File: src/rtl/button_conditioner_if.sv
// Pushbutton/switch bundle between the front-panel pins and the conditioner.
// master drives the raw pins; slave is the conditioner and drives the cleaned outputs.
interface button_conditioner_if;
  logic       Next_raw;
  logic       Pre_raw;
  logic       Verify_raw;
  logic       Reset_raw;
  logic       Stop_raw;
  logic       Next;
  logic       Pre;
  logic       Verify;
  logic       Reset;
  logic       Stop;
  logic [3:0] Level;

  modport master (
    output Next_raw, Pre_raw, Verify_raw, Reset_raw, Stop_raw,
    input  Next, Pre, Verify, Reset, Stop, Level
  );

  modport slave (
    input  Next_raw, Pre_raw, Verify_raw, Reset_raw, Stop_raw,
    output Next, Pre, Verify, Reset, Stop, Level
  );
endinterface

File: src/rtl/button_conditioner.sv
// Synchronizes, debounces and edge-detects four pushbuttons and one slide switch.
// Optional auto-repeat on Next/Pre is enabled by defining BUTTON_CONDITIONER_AUTO_REPEAT_EN.
module button_conditioner #(
  parameter int unsigned DEBOUNCE_CYCLES = 1_000_000,
  parameter int unsigned HOLD_CYCLES     = 50_000_000,
  parameter int unsigned REPEAT_CYCLES   = 10_000_000
) (
  input logic                 CLK_in,
  input logic                 Reset_n,
  button_conditioner_if.slave btn
);

  localparam int unsigned NUM_IN     = 5;
  localparam int unsigned NUM_BTN    = 4;
  localparam int unsigned CNT_W      = 26;
  localparam int unsigned IDX_NEXT   = 0;
  localparam int unsigned IDX_PRE    = 1;
  localparam int unsigned IDX_VERIFY = 2;
  localparam int unsigned IDX_RESET  = 3;
  localparam int unsigned IDX_STOP   = 4;

  if (DEBOUNCE_CYCLES < 1 || DEBOUNCE_CYCLES >= (32'(1) << CNT_W) ||
      HOLD_CYCLES < 1 || REPEAT_CYCLES < 1) begin : g_bad_cfg
    $error("button_conditioner: parameter out of range");
  end

  logic [NUM_IN-1:0]  raw;
  logic [NUM_IN-1:0]  sync_meta;
  logic [NUM_IN-1:0]  sync;
  logic [NUM_IN-1:0]  level;
  logic [NUM_IN-1:0]  level_nxt;
  logic [NUM_BTN-1:0] level_prev;
  logic [NUM_BTN-1:0] rise;
  logic [CNT_W-1:0]   cnt     [NUM_IN];
  logic [CNT_W-1:0]   cnt_nxt [NUM_IN];
  logic [1:0]         rep_req;
  logic               req_next, req_pre, req_verify, req_reset;
  logic               next_q, pre_q, verify_q, reset_q;

  assign raw = {btn.Stop_raw, btn.Reset_raw, btn.Verify_raw, btn.Pre_raw, btn.Next_raw};

  // Two-flop synchronizer on every asynchronous pin
  always_ff @(posedge CLK_in or negedge Reset_n) begin
    if (!Reset_n) begin
      sync_meta <= '0;
      sync      <= '0;
    end else begin
      sync_meta <= raw;
      sync      <= sync_meta;
    end
  end

  // Level flips only after DEBOUNCE_CYCLES consecutive disagreeing samples
  always_comb begin
    for (int i = 0; i < NUM_IN; i++) begin
      level_nxt[i] = level[i];
      cnt_nxt[i]   = '0;
      if (sync[i] != level[i]) begin
        if (cnt[i] == CNT_W'(DEBOUNCE_CYCLES - 1)) level_nxt[i] = ~level[i];
        else                                       cnt_nxt[i]   = cnt[i] + CNT_W'(1);
      end
    end
  end

  always_ff @(posedge CLK_in or negedge Reset_n) begin
    if (!Reset_n) begin
      level      <= '0;
      level_prev <= '0;
      for (int i = 0; i < NUM_IN; i++) cnt[i] <= '0;
    end else begin
      level      <= level_nxt;
      level_prev <= level[NUM_BTN-1:0];
      for (int i = 0; i < NUM_IN; i++) cnt[i] <= cnt_nxt[i];
    end
  end

  assign rise = level[NUM_BTN-1:0] & ~level_prev;

`ifdef BUTTON_CONDITIONER_AUTO_REPEAT_EN
  localparam int unsigned TMR_W = 32;

  logic [TMR_W-1:0] rep_tmr [2];

  // Repeat fires when the countdown expires and the level is still held next cycle
  always_comb begin
    for (int i = 0; i < 2; i++) begin
      rep_req[i] = level_prev[i] & level[i] & level_nxt[i] & (rep_tmr[i] == '0);
    end
  end

  always_ff @(posedge CLK_in or negedge Reset_n) begin
    if (!Reset_n) begin
      for (int i = 0; i < 2; i++) rep_tmr[i] <= '0;
    end else begin
      for (int i = 0; i < 2; i++) begin
        if (rise[i])            rep_tmr[i] <= TMR_W'(HOLD_CYCLES - 1);
        else if (!level_nxt[i]) rep_tmr[i] <= '0;
        else if (rep_req[i])    rep_tmr[i] <= TMR_W'(REPEAT_CYCLES - 1);
        else if (rep_tmr[i] != '0) rep_tmr[i] <= rep_tmr[i] - TMR_W'(1);
      end
    end
  end
`else
  assign rep_req = '0;
`endif

  assign req_next   = rise[IDX_NEXT] | rep_req[0];
  assign req_pre    = rise[IDX_PRE]  | rep_req[1];
  assign req_reset  = rise[IDX_RESET];
  assign req_verify = rise[IDX_VERIFY];

  // One pulse per cycle; lower-priority requests are dropped, not queued
  always_ff @(posedge CLK_in or negedge Reset_n) begin
    if (!Reset_n) begin
      next_q   <= 1'b0;
      pre_q    <= 1'b0;
      reset_q  <= 1'b0;
      verify_q <= 1'b0;
    end else begin
      next_q   <= req_next;
      pre_q    <= req_pre & ~req_next;
      reset_q  <= req_reset & ~req_next & ~req_pre;
      verify_q <= req_verify & ~req_next & ~req_pre & ~req_reset;
    end
  end

  assign btn.Next   = next_q;
  assign btn.Pre    = pre_q;
  assign btn.Reset  = reset_q;
  assign btn.Verify = verify_q;
  assign btn.Stop   = level[IDX_STOP];
  assign btn.Level  = level[NUM_BTN-1:0];

endmodule

File: src/flat_wrapper.sv
// flat-port wrapper written by rule: the top's interface ports become plain ports
module button_conditioner_flat 
#(
  parameter int unsigned DEBOUNCE_CYCLES = 1_000_000,
  parameter int unsigned HOLD_CYCLES     = 50_000_000,
  parameter int unsigned REPEAT_CYCLES   = 10_000_000
)
  (CLK_in, Reset_n, btn_Next_raw, btn_Pre_raw, btn_Verify_raw, btn_Reset_raw, btn_Stop_raw, btn_Next, btn_Pre, btn_Verify, btn_Reset, btn_Stop, btn_Level);
  button_conditioner_if btn_i ();
  input logic CLK_in;
  input logic Reset_n;
  input wire logic [$bits(btn_i.Next_raw)-1:0] btn_Next_raw;
  input wire logic [$bits(btn_i.Pre_raw)-1:0] btn_Pre_raw;
  input wire logic [$bits(btn_i.Verify_raw)-1:0] btn_Verify_raw;
  input wire logic [$bits(btn_i.Reset_raw)-1:0] btn_Reset_raw;
  input wire logic [$bits(btn_i.Stop_raw)-1:0] btn_Stop_raw;
  output wire logic [$bits(btn_i.Next)-1:0] btn_Next;
  output wire logic [$bits(btn_i.Pre)-1:0] btn_Pre;
  output wire logic [$bits(btn_i.Verify)-1:0] btn_Verify;
  output wire logic [$bits(btn_i.Reset)-1:0] btn_Reset;
  output wire logic [$bits(btn_i.Stop)-1:0] btn_Stop;
  output wire logic [$bits(btn_i.Level)-1:0] btn_Level;
  assign btn_i.Next_raw = btn_Next_raw;
  assign btn_i.Pre_raw = btn_Pre_raw;
  assign btn_i.Verify_raw = btn_Verify_raw;
  assign btn_i.Reset_raw = btn_Reset_raw;
  assign btn_i.Stop_raw = btn_Stop_raw;
  assign btn_Next = btn_i.Next;
  assign btn_Pre = btn_i.Pre;
  assign btn_Verify = btn_i.Verify;
  assign btn_Reset = btn_i.Reset;
  assign btn_Stop = btn_i.Stop;
  assign btn_Level = btn_i.Level;
  button_conditioner #(.DEBOUNCE_CYCLES(DEBOUNCE_CYCLES), .HOLD_CYCLES(HOLD_CYCLES), .REPEAT_CYCLES(REPEAT_CYCLES)) u_core (.CLK_in(CLK_in), .Reset_n(Reset_n), .btn(btn_i));
endmodule
File: config.mk
export PLATFORM = sky130hd
export DESIGN_NAME = button_conditioner_flat
export DESIGN_NICKNAME = d
export VERILOG_FILES = /design/src/rtl/button_conditioner_if.sv /design/src/rtl/button_conditioner.sv /design/src/flat_wrapper.sv
export SDC_FILE = /design/constraint.sdc
export NUM_CORES = 1
export LEC_CHECK = 0
export CAP_MARGIN = 20
export CORE_ASPECT_RATIO = 0.8
export CORE_MARGIN = 4
export CORE_UTILIZATION = 36
export DETAILED_ROUTE_END_ITERATION = 16
export PLACE_DENSITY_LB_ADDON = 0.05
export RECOVER_POWER = 100
export SLEW_MARGIN = 10
export SYNTH_ARGS = -nofsm -noshare
export SYNTH_HDL_FRONTEND = slang
export SYNTH_SLANG_ARGS = --single-unit
File: constraint.sdc
create_clock -name CLK_in -period 5.22 [get_ports CLK_in]
set_input_delay 1.044 -clock CLK_in [delete_from_list [all_inputs] [get_ports CLK_in]]
set_output_delay 1.044 -clock CLK_in [all_outputs]
set_load 0.005 [all_outputs]
* Word level (Yosys, flattened, before mapping)
Index checks and enable logic that the tools add are counted.
** Word-level totals
- Bits in registers :: 153
- Input bits :: 7
- Word-level logic and storage cells :: 63
- Output and inout port bits :: 9
** Cells by class
- Add/subtract/negate cells :: 5
- Bitwise operators :: 16
- Muxes and demuxes :: 10
- Reduce and logical (&&, ||, !) cells :: 5
- Equal/unequal tests :: 10
** Operator list (number)
- $mux 26 :: 10
- $add 26x1->26 const B :: 5
- $eq 26x20->1 const B :: 5
- $reduce_and 2->1 :: 5
- $not 1->1 :: 8
- $and 1x1->1 :: 6
- $ne 1x1->1 :: 5
- $and 4x4->4 :: 1
- $not 4->4 :: 1

* Longest topological paths before layout
Gate-level depths: netlist of run 1.
- Depth in word-level cells :: 6
- Depth in mapped cells :: 6
- Depth with buffers taken out :: 5

* Worst setup path after synthesis of run 1
No wires, ideal clock.
- Path type :: flip-flop to flip-flop
- Start :: register u_core.cnt[91] in the netlist's numbering
- End :: register u_core.cnt[85] in the netlist's numbering
- Buffers on the path :: 1
- Cell stages (with the launch flop) :: 6
- Setup slack :: 3258 ps
- Arrival :: 1830 ps
- Setup time :: 132 ps
- Cells stage by stage :: dfrtp_1 nor4b_1 nand4_1 o41ai_2 clkbuf_1 nor2_1
** RTL lines
- start, declared :: RTL line button_conditioner.sv:34 : logic [CNT_W-1:0] cnt [NUM_IN];

==> flow_metrics.py, run 1 <==
metrics = {
    "status": {
        "status": "finished, violations left",
        "failing_checks": "capacitance limit, slew limit",
    },
    "floorplanning": {
        "dieHeight_um": 138,
        "die_area_mm2": 0.0235,
        "io-pin-count": 16,
        "start_util_pct": 36.7,
        "floorplan.rows": 47,
        "floorplan.die.width_um": 170,
        "fp.coreArea_mm2": 0.0207,
    },
    "cts": {
        "number_of_hold_buffers_added_after_cts": 0,
        "cts-buffers-inserted": 17,
        "clock_tree.root_cell": "sky130_fd_sc_hd__clkbuf_16",
        "cts_tree": "built",
        "worstSkewPairLatency_ps": 420,
        "cts.reportedPaths.clkPinSlew_ps": 60,
        "clk_sinks": 153,
        "cts.htree.levels": 4,
        "postCtsSetupBuffers": 0,
        "cts-root-to-sink-buffers": 2,
        "postCtsResizedCells": 0,
    },
    "drt": {
        "postRouteAntennaNets": 0,
        "highest_layer": "met4",
        "route.detailed.vias_per_inst": 5.63,
        "routed_wirelength_um": 17200,
        "drt-met1-wl_um": 8600,
        "vias": 6009,
        "drt-wirelength-per-cell_um": 16.1,
        "wl_met3_um": 598,
        "drt_pre_antenna_iters": 7,
        "wl_met2_um": 7690,
        "drt_initial_violations": 425,
        "drt_drc_violations_left": 0,
    },
    "place": {
        "pre_cts_ws_ps": 2930,
        "port_buffers": 15,
        "place_congestion": 0.829,
        "dpl_cell_area_mm2": 0.00809,
        "place_hpwl_um": 11500,
    },
    "logic_synthesis": {
        "yosysWarnings": 0,
        "sequential_area_share_after_synthesis_pct": 50.3,
        "synth_enable_flop_cells": 0,
        "most_used_flip_flop_cell_after_synthesis": "sky130_fd_sc_hd__dfrtp_1",
        "synth_xor_xnor_area_share_pct": 8.06,
        "avgSynthCellArea_um2": 9.88,
        "synth_top_family_by_area": "simple AND/OR/NAND/NOR gates",
        "synth-seq-cells": 153,
        "distinct_cell_type_count_after_synthesis": 41,
        "synth-adder-area-share_pct": 1.65,
        "synth_nets": 787,
        "synth_compound_area_share_pct": 9.10,
        "synthMuxAreaShare_pct": 0.872,
        "async_reset_ff_share_pct": 100,
        "post_synth_inst_count": 770,
        "syn_area_mm2": 0.00760,
        "post_synth_and_or_nand_nor_area_fraction_pct": 27.5,
    },
    "setup_path": {
        "critical_path.cell_chain": "nor4_1 -> nand4_1 -> o41ai_1 -> clkbuf_1 -> nor2_1",
        "worstPathArrival_ps": 3650,
        "timing.critical_path.from_type": "flop",
        "r2r.worst_path.cells": 5,
        "worst_r2r_startpoint": "u_core.cnt[85]$_DFF_PN0_",
        "crit_path_end_kind": "flop",
        "worstSetupPathType": "reg -> reg",
        "worst-endpoint-required_ps": 5500,
        "critPathSlowestCell": "sky130_fd_sc_hd__o41ai_1",
        "ff2ff_setup_slack_ps": 1840,
        "reg2reg_to": "u_core.cnt[85]$_DFF_PN0_",
        "worst-path-max-fanout": 17,
        "cp_slowest_stage_delay_ps": 1420,
    },
    "sta": {
        "setup_slack_ps": 1840,
        "timing_max_transition_violations_final": 107,
        "peak_clock_frequency_supported_by_timing_mhz": 296,
        "clock_period_minus_worst_slack_ps": 3380,
        "final-hold-violation-count": 0,
        "slew_at_the_pin_with_the_worst_max_slew_slack_ps": 2280,
        "worst_clock_skew_ps": 9.09,
        "setup-tns-final_ps": 0,
        "setup_viol": 0,
        "final.period_utilization_pct": 64.7,
        "grt_setup_unrepaired": "no",
        "worst_slew_margin_rel_pct": -52.0,
        "timing.hold.ws_ps": 352,
    },
    "finish": {
        "drive_gt1_share_pct": 5.63,
        "n_antenna_cell": 0,
        "area_growth_syn_to_layout_pct": 14.4,
        "finish.utilization_pct": 42.0,
        "final_area_mm2": 0.00870,
        "fin_nets": 804,
        "fillcell_total": 1995,
    },
    "global_routing": {
        "grt_pass1_wl_um": 29200,
        "grt_antenna_before_repair": 0,
        "grt_max_degree": 73,
        "global_route.usage.total_pct": 15.0,
        "grt_pass1_vias": 5825,
        "grt_overflow_total": 0,
    },
    "worst_hold_path": {
        "cell_depth_of_the_worst_min_delay_path": 0,
        "hold_path.class": "reg -> reg",
        "hold_path_end": "u_core.sync[4]$_DFF_PN0_",
        "hold_path.startpoint": "u_core.sync_meta[4]$_DFF_PN0_",
    },
    "power_and_ir_drop": {
        "power.density_mw_per_mm2": 312,
        "peakVddDrop_uv": 172,
        "p_leak_nw": 3.36,
    },
    "flow_run": {
        "max_cap_viol_count": 4,
    },
}
per-stage QoR:
step,cells,power (mW)
floorplan,770,1.27
CTS,1068,2.76
detailed placement,1037,1.31
global route,1068,2.82
finish,1068,2.71
global placement,1036,1.31
flip-flops by register name, indices dropped and copies added (netlist names):
register           cells
u_core.btn.Next        1
u_core.btn.Pre         1
u_core.btn.Reset       1
u_core.btn.Verify      1
u_core.cnt           130
u_core.level           5
u_core.level_prev      4
u_core.sync            5
u_core.sync_meta       5
cell families (layout without fill, tap and decap cells):
| logic type | count (synthesis) | count (layout) |
|---|---|---|
| AOI/OAI and AO/OA | 114 | 114 |
| DFF | 153 | 153 |
| adders and majority gates | 10 | 10 |
| and+or+nand+nor | 369 | 369 |
| muxes | 6 | 6 |
| xor gates and xnor gates | 70 | 70 |
| buffers and inverters | 48 | 77 |
layout by cell type, fill, tap and decap left out, types with 2 or more instances in the layout:
cell                            instances
sky130_fd_sc_hd__buf_6                  2
sky130_fd_sc_hd__o41ai_1                2
sky130_fd_sc_hd__nand2_1               47
sky130_fd_sc_hd__nor3b_1                2
sky130_fd_sc_hd__nor4_1                28
sky130_fd_sc_hd__clkbuf_1               7
sky130_fd_sc_hd__or2_2                  2
sky130_fd_sc_hd__nand4_4                2
sky130_fd_sc_hd__nor2b_1                2
sky130_fd_sc_hd__or3_1                 31
sky130_fd_sc_hd__a211oi_1              10
sky130_fd_sc_hd__dlygate4sd3_1         14
sky130_fd_sc_hd__and3_1                11
sky130_fd_sc_hd__nor4b_1                9
sky130_fd_sc_hd__dfrtp_1              153
sky130_fd_sc_hd__nand3_1               41
sky130_fd_sc_hd__ha_1                  10
sky130_fd_sc_hd__xnor2_1               40
sky130_fd_sc_hd__nor3_1                26
sky130_fd_sc_hd__clkbuf_8               8
sky130_fd_sc_hd__and4_1                14
sky130_fd_sc_hd__mux2_2                 4
sky130_fd_sc_hd__nand4_1               38
sky130_fd_sc_hd__a21oi_1               44
sky130_fd_sc_hd__nor2_1                69
sky130_fd_sc_hd__o21ai_0               31
sky130_fd_sc_hd__nand3b_1               2
sky130_fd_sc_hd__inv_1                 23
sky130_fd_sc_hd__clkbuf_16             17
sky130_fd_sc_hd__bufinv_16              5
sky130_fd_sc_hd__or3b_2                 2
sky130_fd_sc_hd__o31ai_1               25
sky130_fd_sc_hd__or4_1                 37
sky130_fd_sc_hd__nand2b_1               3
sky130_fd_sc_hd__xor2_1                29
layout make-up:
cell class	count	area, µm²	share of cell area, %
multi-input cells	569	3570	41.0
repair buffers	23	189	2.17
clock inverters	6	155	1.78
clock buffers	25	536	6.15
well taps	269	337	3.87
inverters	23	86.3	0.992
flip-flops and latches	153	3830	44.0
per-layer routing:
layer / vias up / track usage, %
li1: 2896 / -
met1: 2991 / 21.7
met2: 103 / 22.3
met3: 19 / 3.31
met4: 0 / 5.21
met5: - / 0
synthesized netlist by cell type, types with 3 or more instances:
cell                       number  area share [%]
sky130_fd_sc_hd__nand3_1       41             2.7
sky130_fd_sc_hd__xor2_1        29             3.3
sky130_fd_sc_hd__ha_1          10             1.6
sky130_fd_sc_hd__or3_1         31             2.6
sky130_fd_sc_hd__dfrtp_1      153              50
sky130_fd_sc_hd__o31ai_1       24             2.4
sky130_fd_sc_hd__nor4b_1        9             1.0
sky130_fd_sc_hd__nand2_1       47             2.3
sky130_fd_sc_hd__and4_1        14             1.6
sky130_fd_sc_hd__a211oi_1      10            0.99
sky130_fd_sc_hd__a21oi_1       44             2.9
sky130_fd_sc_hd__nor4_1        28             2.3
sky130_fd_sc_hd__clkbuf_1      19            0.94
sky130_fd_sc_hd__xnor2_1       41             4.7
sky130_fd_sc_hd__buf_2          5            0.33
sky130_fd_sc_hd__nand2b_1       3            0.25
sky130_fd_sc_hd__nor2_1        69             3.4
sky130_fd_sc_hd__o21ai_0       30             2.0
sky130_fd_sc_hd__or4_1         37             3.7
sky130_fd_sc_hd__mux2_2         5            0.74
sky130_fd_sc_hd__inv_1         23             1.1
sky130_fd_sc_hd__nor3_1        25             1.6
sky130_fd_sc_hd__and3_1        11            0.90
sky130_fd_sc_hd__nand4_1       38             3.1
how the worst max path moves through the flow:
| stage | from | endpoint | depth (start not counted) |
|---|---|---|---|
| after CTS | u_core.level[2]$_DFFE_PN0P_ | btn_Level[2] | 1 |
| after detailed placement | u_core.cnt[85]$_DFF_PN0_ | u_core.cnt[81]$_DFF_PN0_ | 5 |
| after global placement | u_core.cnt[85]$_DFF_PN0_ | u_core.cnt[89]$_DFF_PN0_ | 5 |
| after global routing | Reset_n | u_core.cnt[83]$_DFF_PN0_ | 2 |
| after floorplan | u_core.cnt[91]$_DFF_PN0_ | u_core.cnt[85]$_DFF_PN0_ | 5 |
| final | u_core.cnt[85]$_DFF_PN0_ | u_core.cnt[85]$_DFF_PN0_ | 5 |
critical path: cells and delay by family (launching register included):
kind,cells,cell delay (ps)
flops,1,450
simple gates,3,690
compound gates,1,1420
buf+inv,1,660
where the power goes:
group	leakage (nW)	switching (mW)	internal, mW
Combinational	0.918	0.0512	0.0175
Sequential	2.10	0.0160	1.20
Clock	0.342	0.478	0.949
No activity file was read; power rests on OpenSTA's default activity.
==> run 2, diff against run 1 <==
Clock period 5.22 ns to 3.4 ns, I/O delays scaled along.
==> run 2 against run 1 <==
The run still ends with capacitance limit, slew limit left. First-iteration DRC count rose by 2.6%. Hold slack worse by 3.8 ps. Die area unchanged. Critical path depth rose by 1. Setup slack got worse by 1100 ps. Combinational power is 63% higher. Utilization is 0.18 points lower. Count of clock-buffer cells in the layout increased by 2. Clock power up 35%. Sequential cell count stayed put. Via count shrank 0.50%. Design area fell by 0.43%. Critical endpoint is now u_core.cnt[75]$_DFF_PN0_.
==> flow_metrics.py, run 2 (synthesis results as in run 1) <==
metrics = {
    "cts": {
        "postCtsSetupBuffers": 0,
        "cts-root-to-sink-buffers": 2,
        "worstSkewPairLatency_ps": 410,
        "cts_tree": "built",
        "cts.htree.levels": 4,
        "cts-buffers-inserted": 17,
        "postCtsResizedCells": 0,
        "cts.reportedPaths.clkPinSlew_ps": 60,
        "clock_tree.root_cell": "sky130_fd_sc_hd__clkbuf_16",
        "clk_sinks": 153,
        "number_of_hold_buffers_added_after_cts": 0,
    },
    "finish": {
        "multi_input_area_mm2": 0.00359,
        "drive_gt1_share_pct": 6.23,
        "n_antenna_cell": 0,
        "largest-register": "u_core.cnt",
        "final_cell_mix": "sky130_fd_sc_hd__dfrtp_1 (153), sky130_fd_sc_hd__nor2_1 (69), sky130_fd_sc_hd__nand2_1 (47)",
        "final-seq-area_mm2": 0.00383,
        "area_growth_syn_to_layout_pct": 13.9,
        "fin_nets": 807,
        "fillcell_total": 2009,
        "largest_register_ff_count": 130,
        "layout_commonest_cell": "sky130_fd_sc_hd__dfrtp_1",
    },
    "sta": {
        "grt_setup_unrepaired": "no",
        "setup_viol": 0,
        "worst_clock_skew_ps": 8.88,
        "timing_max_transition_violations_final": 70,
        "final-hold-violation-count": 0,
        "clock_period_minus_worst_slack_ps": 2670,
        "final.period_utilization_pct": 78.4,
        "peak_clock_frequency_supported_by_timing_mhz": 375,
        "slew_at_the_pin_with_the_worst_max_slew_slack_ps": 1810,
        "setup-tns-final_ps": 0,
        "worst_slew_margin_rel_pct": -20.7,
    },
    "status": {
        "failing_checks": "capacitance limit, slew limit",
        "status": "finished, violations left",
    },
    "setup_path": {
        "worstPathArrival_ps": 2930,
        "path_common_cell": "sky130_fd_sc_hd__clkbuf_1",
        "worst_r2r_startpoint": "u_core.cnt[65]$_DFF_PN0_",
        "critical-path-top-delay-family": "buffers and inverters",
        "worstSetupPathType": "reg -> reg",
        "crit_path_end_kind": "flop",
        "worst-path-max-fanout": 13,
        "reg2reg_to": "u_core.cnt[75]$_DFF_PN0_",
        "cp.depth": 6,
        "cp_slowest_stage_delay_ps": 540,
        "worst-endpoint-required_ps": 3670,
        "r2r.worst_path.cells": 6,
        "ff2ff_setup_slack_ps": 730,
        "timing.critical_path.buf_inv": 2,
        "critical_path.cell_chain": "nor4b_1 -> nand2_1 -> o31ai_1 -> clkbuf_1 -> clkbuf_1 -> a21oi_1",
        "timing.critical_path.from_type": "flop",
        "critPathSlowestCell": "sky130_fd_sc_hd__clkbuf_1",
    },
    "power_and_ir_drop": {
        "power.density_mw_per_mm2": 451,
        "p_leak_nw": 3.33,
        "peakVddDrop_uv": 272,
        "report.power.total_mw": 3.91,
    },
    "place": {
        "place_congestion": 0.803,
        "place_hpwl_um": 11400,
        "port_buffers": 15,
    },
    "drt": {
        "route.detailed.vias_per_inst": 5.58,
        "drt_pre_antenna_iters": 5,
        "postRouteAntennaNets": 0,
        "vias": 5979,
        "routed_wirelength_um": 16800,
        "drt_initial_violations": 436,
        "drt_drc_violations_left": 0,
        "drt-wirelength-per-cell_um": 15.7,
    },
    "worst_hold_path": {
        "hold_path_end": "u_core.sync[2]$_DFF_PN0_",
        "hold_path.startpoint": "u_core.sync_meta[2]$_DFF_PN0_",
        "hold_path.class": "reg -> reg",
        "cell_depth_of_the_worst_min_delay_path": 0,
    },
    "global_routing": {
        "grt_pass1_wl_um": 28600,
        "grt_antenna_before_repair": 0,
        "global_route.usage.total_pct": 14.6,
        "grt_overflow_total": 0,
        "grt_pass1_vias": 5704,
        "grt_max_degree": 71,
    },
    "floorplanning": {
        "dieHeight_um": 138,
        "floorplan.die.width_um": 170,
        "fp.coreArea_mm2": 0.0207,
        "start_util_pct": 36.7,
        "die_area_mm2": 0.0235,
        "io-pin-count": 16,
        "floorplan.rows": 47,
    },
    "flow_run": {
        "max_cap_viol_count": 1,
    },
}
run 2: cell count changes in the layout (fill, tap and decap cells not counted), sizes merged:
cell / change
buf: +4
clkinvlp: +3
clkinv: -1
clkbuf: +1
bufinv: -3
run 2: layout make-up:
class / count / share of cell area [%]
clock buffers: 27 / 6.04
repair buffers: 26 / 2.56
well taps: 269 / 3.88
clock inverters: 5 / 0.953
multi-input cells: 569 / 41.4
inverters: 23 / 0.996
flip-flops and latches: 153 / 44.2
run 2: worst max path at each step:
stage	startpoint	end	slack (ps)
after floorplan	u_core.cnt[91]$_DFF_PN0_	u_core.cnt[85]$_DFF_PN0_	1440
after global placement	u_core.cnt[91]$_DFF_PN0_	u_core.cnt[80]$_DFF_PN0_	1100
after detailed placement	u_core.cnt[85]$_DFF_PN0_	u_core.cnt[85]$_DFF_PN0_	1050
after CTS	u_core.cnt[34]$_DFF_PN0_	u_core.cnt[31]$_DFF_PN0_	1010
after global routing	u_core.cnt[72]$_DFF_PN0_	u_core.cnt[67]$_DFF_PN0_	430
final	u_core.cnt[65]$_DFF_PN0_	u_core.cnt[75]$_DFF_PN0_	730
run 2: per-layer routing:
| metal | vias to the layer above | wire length (µm) | global-route usage, % | share of wire, % |
|---|---|---|---|---|
| met5 | - | 0 | 0 | 0 |
| met4 | 0 | 99 | 4.20 | 0.59 |
| met3 | 10 | 538 | 2.94 | 3.2 |
| met2 | 106 | 7760 | 22.3 | 46 |
| met1 | 2959 | 8410 | 21.2 | 50 |
| li1 | 2904 | - | - | - |
run 2: power by group:
group	internal (mW)	leakage, nW	switching [mW]
clock network	1.20	0.286	0.728
registers	1.84	2.10	0.0240
logic	0.0313	0.946	0.0810
run 2: per-stage QoR:
step,util (%),hold WS [ps],area [µm²],setup WS [ps],cells
floorplan,-,331,7600,1440,770
global placement,39.2,336,8110,1100,1039
detailed placement,39.2,336,8110,1050,1039
CTS,42.1,306,8710,1010,1071
global route,41.9,353,8660,434,1072
finish,41.9,348,8660,733,1072
run 2: worst register-to-register path: stages, from the launching register on:
cell and delay, ps:
sky130_fd_sc_hd__dfrtp_1 440, sky130_fd_sc_hd__nor4b_1 340, sky130_fd_sc_hd__nand2_1 120, sky130_fd_sc_hd__o31ai_1 520, sky130_fd_sc_hd__clkbuf_1 450, sky130_fd_sc_hd__clkbuf_1 540, sky130_fd_sc_hd__a21oi_1 100
==> run 3, diff against run 2 <==
Clock period 3.4 ns to 2.6 ns, I/O delays scaled along.
==> run 3 against run 2 <==
The flow still finishes with violations (capacitance limit, slew limit). Global-route usage shrank 0.28 points. Setup slack got worse by 400 ps. Total power grew 34%. Routed wire length down 2.8%. Clock skew rose by 3.8 ps. First-iteration DRC count shrank 16%. Register-to-register slack worse by 400 ps. Non-clock buffer count rose by 2. Combinational power grew 34%. Design area increased by 0.36%. Via count shrank 2.4%. Sequential power increased by 30%. Critical path type unchanged. Highest routed layer unchanged.
==> flow_metrics.py, run 3 (synthesis results as in run 1) <==
metrics = {
    "setup_path": {
        "worst-endpoint-required_ps": 2930,
        "crit_start": "u_core.cnt[54]$_DFF_PN0_",
        "crit_path_end_kind": "flop",
        "cp_slowest_stage_delay_ps": 790,
        "ff2ff_setup_slack_ps": 330,
        "critical_path.endpoint": "u_core.cnt[77]$_DFF_PN0_",
        "critical_path.cell_chain": "nand4_1 -> or4_1 -> or4_1 -> a21oi_1",
        "r2r.worst_path.cells": 4,
        "reg2reg_to": "u_core.cnt[77]$_DFF_PN0_",
        "worst-path-max-fanout": 12,
        "critPathSlowestCell": "sky130_fd_sc_hd__or4_1",
        "worst_r2r_startpoint": "u_core.cnt[54]$_DFF_PN0_",
        "path_common_cell": "sky130_fd_sc_hd__or4_1",
        "worstSetupPathType": "reg -> reg",
        "timing.critical_path.from_type": "flop",
        "worstPathArrival_ps": 2600,
    },
    "drt": {
        "drt_drc_violations_left": 0,
        "routed_wirelength_um": 16300,
        "postRouteAntennaNets": 0,
        "vias": 5833,
        "drt_pre_antenna_iters": 5,
        "drt_initial_violations": 365,
        "drt-wirelength-per-cell_um": 15.2,
        "route.detailed.vias_per_inst": 5.44,
    },
    "cts": {
        "postCtsResizedCells": 0,
        "clock_tree.root_cell": "sky130_fd_sc_hd__clkbuf_16",
        "worstSkewPairLatency_ps": 420,
        "postCtsSetupBuffers": 0,
        "cts_tree": "built",
        "cts-buffers-inserted": 17,
        "number_of_hold_buffers_added_after_cts": 0,
        "cts-root-to-sink-buffers": 2,
        "cts.htree.levels": 4,
        "cts.reportedPaths.clkPinSlew_ps": 60,
        "clk_sinks": 153,
    },
    "power_and_ir_drop": {
        "peakVddDrop_uv": 354,
        "p_int_mw": 4.15,
        "switching_share_of_power_pct": 20.5,
        "clock_power_share_pct": 50.5,
        "power.net_switching_mw": 1.07,
        "p_comb_share_pct": 2.9,
        "sequentialPowerShare_pct": 46.7,
        "p_leak_nw": 3.33,
        "power.density_mw_per_mm2": 601,
    },
    "sta": {
        "timing_max_transition_violations_final": 55,
        "grt_setup_unrepaired": "no",
        "worst_clock_skew_ps": 12.7,
        "setup_viol": 0,
        "slew_at_the_pin_with_the_worst_max_slew_slack_ps": 1510,
        "setup-tns-final_ps": 0,
        "final.period_utilization_pct": 87.3,
        "final-hold-violation-count": 0,
        "peak_clock_frequency_supported_by_timing_mhz": 441,
        "clock_period_minus_worst_slack_ps": 2270,
        "setup_slack_ps": 331,
        "worst_slew_margin_rel_pct": -0.756,
    },
    "finish": {
        "largest_register_ff_count": 130,
        "finish.cell_count_without_fillers": 1072,
        "n_antenna_cell": 0,
        "layout_commonest_cell": "sky130_fd_sc_hd__dfrtp_1",
        "fin_nets": 809,
        "area_growth_syn_to_layout_pct": 14.3,
        "largest-register": "u_core.cnt",
        "fillcell_total": 2007,
        "drive_gt1_share_pct": 6.35,
        "final_cell_mix": "sky130_fd_sc_hd__dfrtp_1 (153), sky130_fd_sc_hd__nor2_1 (69), sky130_fd_sc_hd__nand2_1 (47)",
    },
    "global_routing": {
        "grt_antenna_before_repair": 0,
        "grt_pass1_wl_um": 28100,
        "grt_overflow_total": 0,
        "grt_max_degree": 57,
        "grt_pass1_vias": 5612,
        "global_route.usage.total_pct": 14.3,
    },
    "place": {
        "place.detailed.instances": 1042,
        "port_buffers": 15,
        "pre_cts_ws_ps": 467,
        "place_hpwl_um": 11200,
        "place_congestion": 0.795,
    },
    "floorplanning": {
        "start_util_pct": 36.7,
        "floorplan.die.width_um": 170,
        "floorplan.rows": 47,
        "fp.coreArea_mm2": 0.0207,
        "io-pin-count": 16,
        "dieHeight_um": 138,
        "die_area_mm2": 0.0235,
    },
    "worst_hold_path": {
        "hold_path.class": "reg -> reg",
        "cell_depth_of_the_worst_min_delay_path": 0,
        "hold_path.startpoint": "u_core.sync_meta[2]$_DFF_PN0_",
    },
    "status": {
        "status": "finished, violations left",
        "failing_checks": "capacitance limit, slew limit",
    },
    "flow_run": {
        "max_cap_viol_count": 1,
    },
}
## run 3: cell count changes in the layout (fill, tap and decap cells not counted), sizes merged
cell	before	now
bufinv	2	4
clkinv	0	1
clkinvlp	3	2
clkbuf	33	30
buf	6	7
## run 3: area by class of cell
class / count / area, µm² / area share (%)
Clock buffer: 23 / 488 / 5.61
Sequential cell: 153 / 3830 / 44.0
Tap cell: 269 / 337 / 3.87
Clock inverter: 7 / 140 / 1.61
Timing Repair Buffer: 28 / 269 / 3.09
Multi-Input combinational cell: 569 / 3550 / 40.8
Inverter: 23 / 86.3 / 0.993
## run 3: critical path, delay by kind of cell, from the launching register on
kind / cells / cell delay (ps)
AOI/OAI and AO/OA: 1 / 150
and+or+nand+nor: 3 / 1600
DFF: 1 / 430
## run 3: worst min-delay path by stage
stage	to	slack [ps]
CTS	u_core.cnt[101]$_DFF_PN0_	80
global route	u_core.sync[1]$_DFF_PN0_	370
floorplan	u_core.btn.Next$_DFF_PN0_	220
detailed placement	u_core.sync[3]$_DFF_PN0_	340
global placement	u_core.sync[1]$_DFF_PN0_	340
finish	u_core.sync[2]$_DFF_PN0_	350
## run 3: metrics by stage
step                power (mW)  util (%)  cell area (µm²)  hold slack [ps]
global placement          2.64      39.4             8150              338
detailed placement        2.65      39.4             8160              340
global route              5.43      42.0             8700              366
finish                    5.22      42.0             8700              353
floorplan                 2.54         -             7600              224
CTS                       5.32      42.5             8790             80.8
## run 3: power by group through the flow
stage	Combinational (mW)	Sequential [mW]	Clock (mW)
6_report	0.150	2.44	2.64
5_1_grt	0.175	2.44	2.82
4_1_cts	0.164	2.44	2.72
3_5_place_dp	0.164	2.48	0
3_3_place_gp	0.158	2.48	0
2_1_floorplan	0.0657	2.48	0
## run 3: metal layers
layer / up-vias / routed length (µm) / share of wire, % / global-route usage [%]
met2: 68 / 7400 / 45 / 21.3
li1: 2897 / - / - / -
met1: 2859 / 8420 / 52 / 21.0
met3: 9 / 399 / 2.4 / 3.28
met4: 0 / 125 / 0.76 / 4.33
met5: - / 0 / 0 / 0
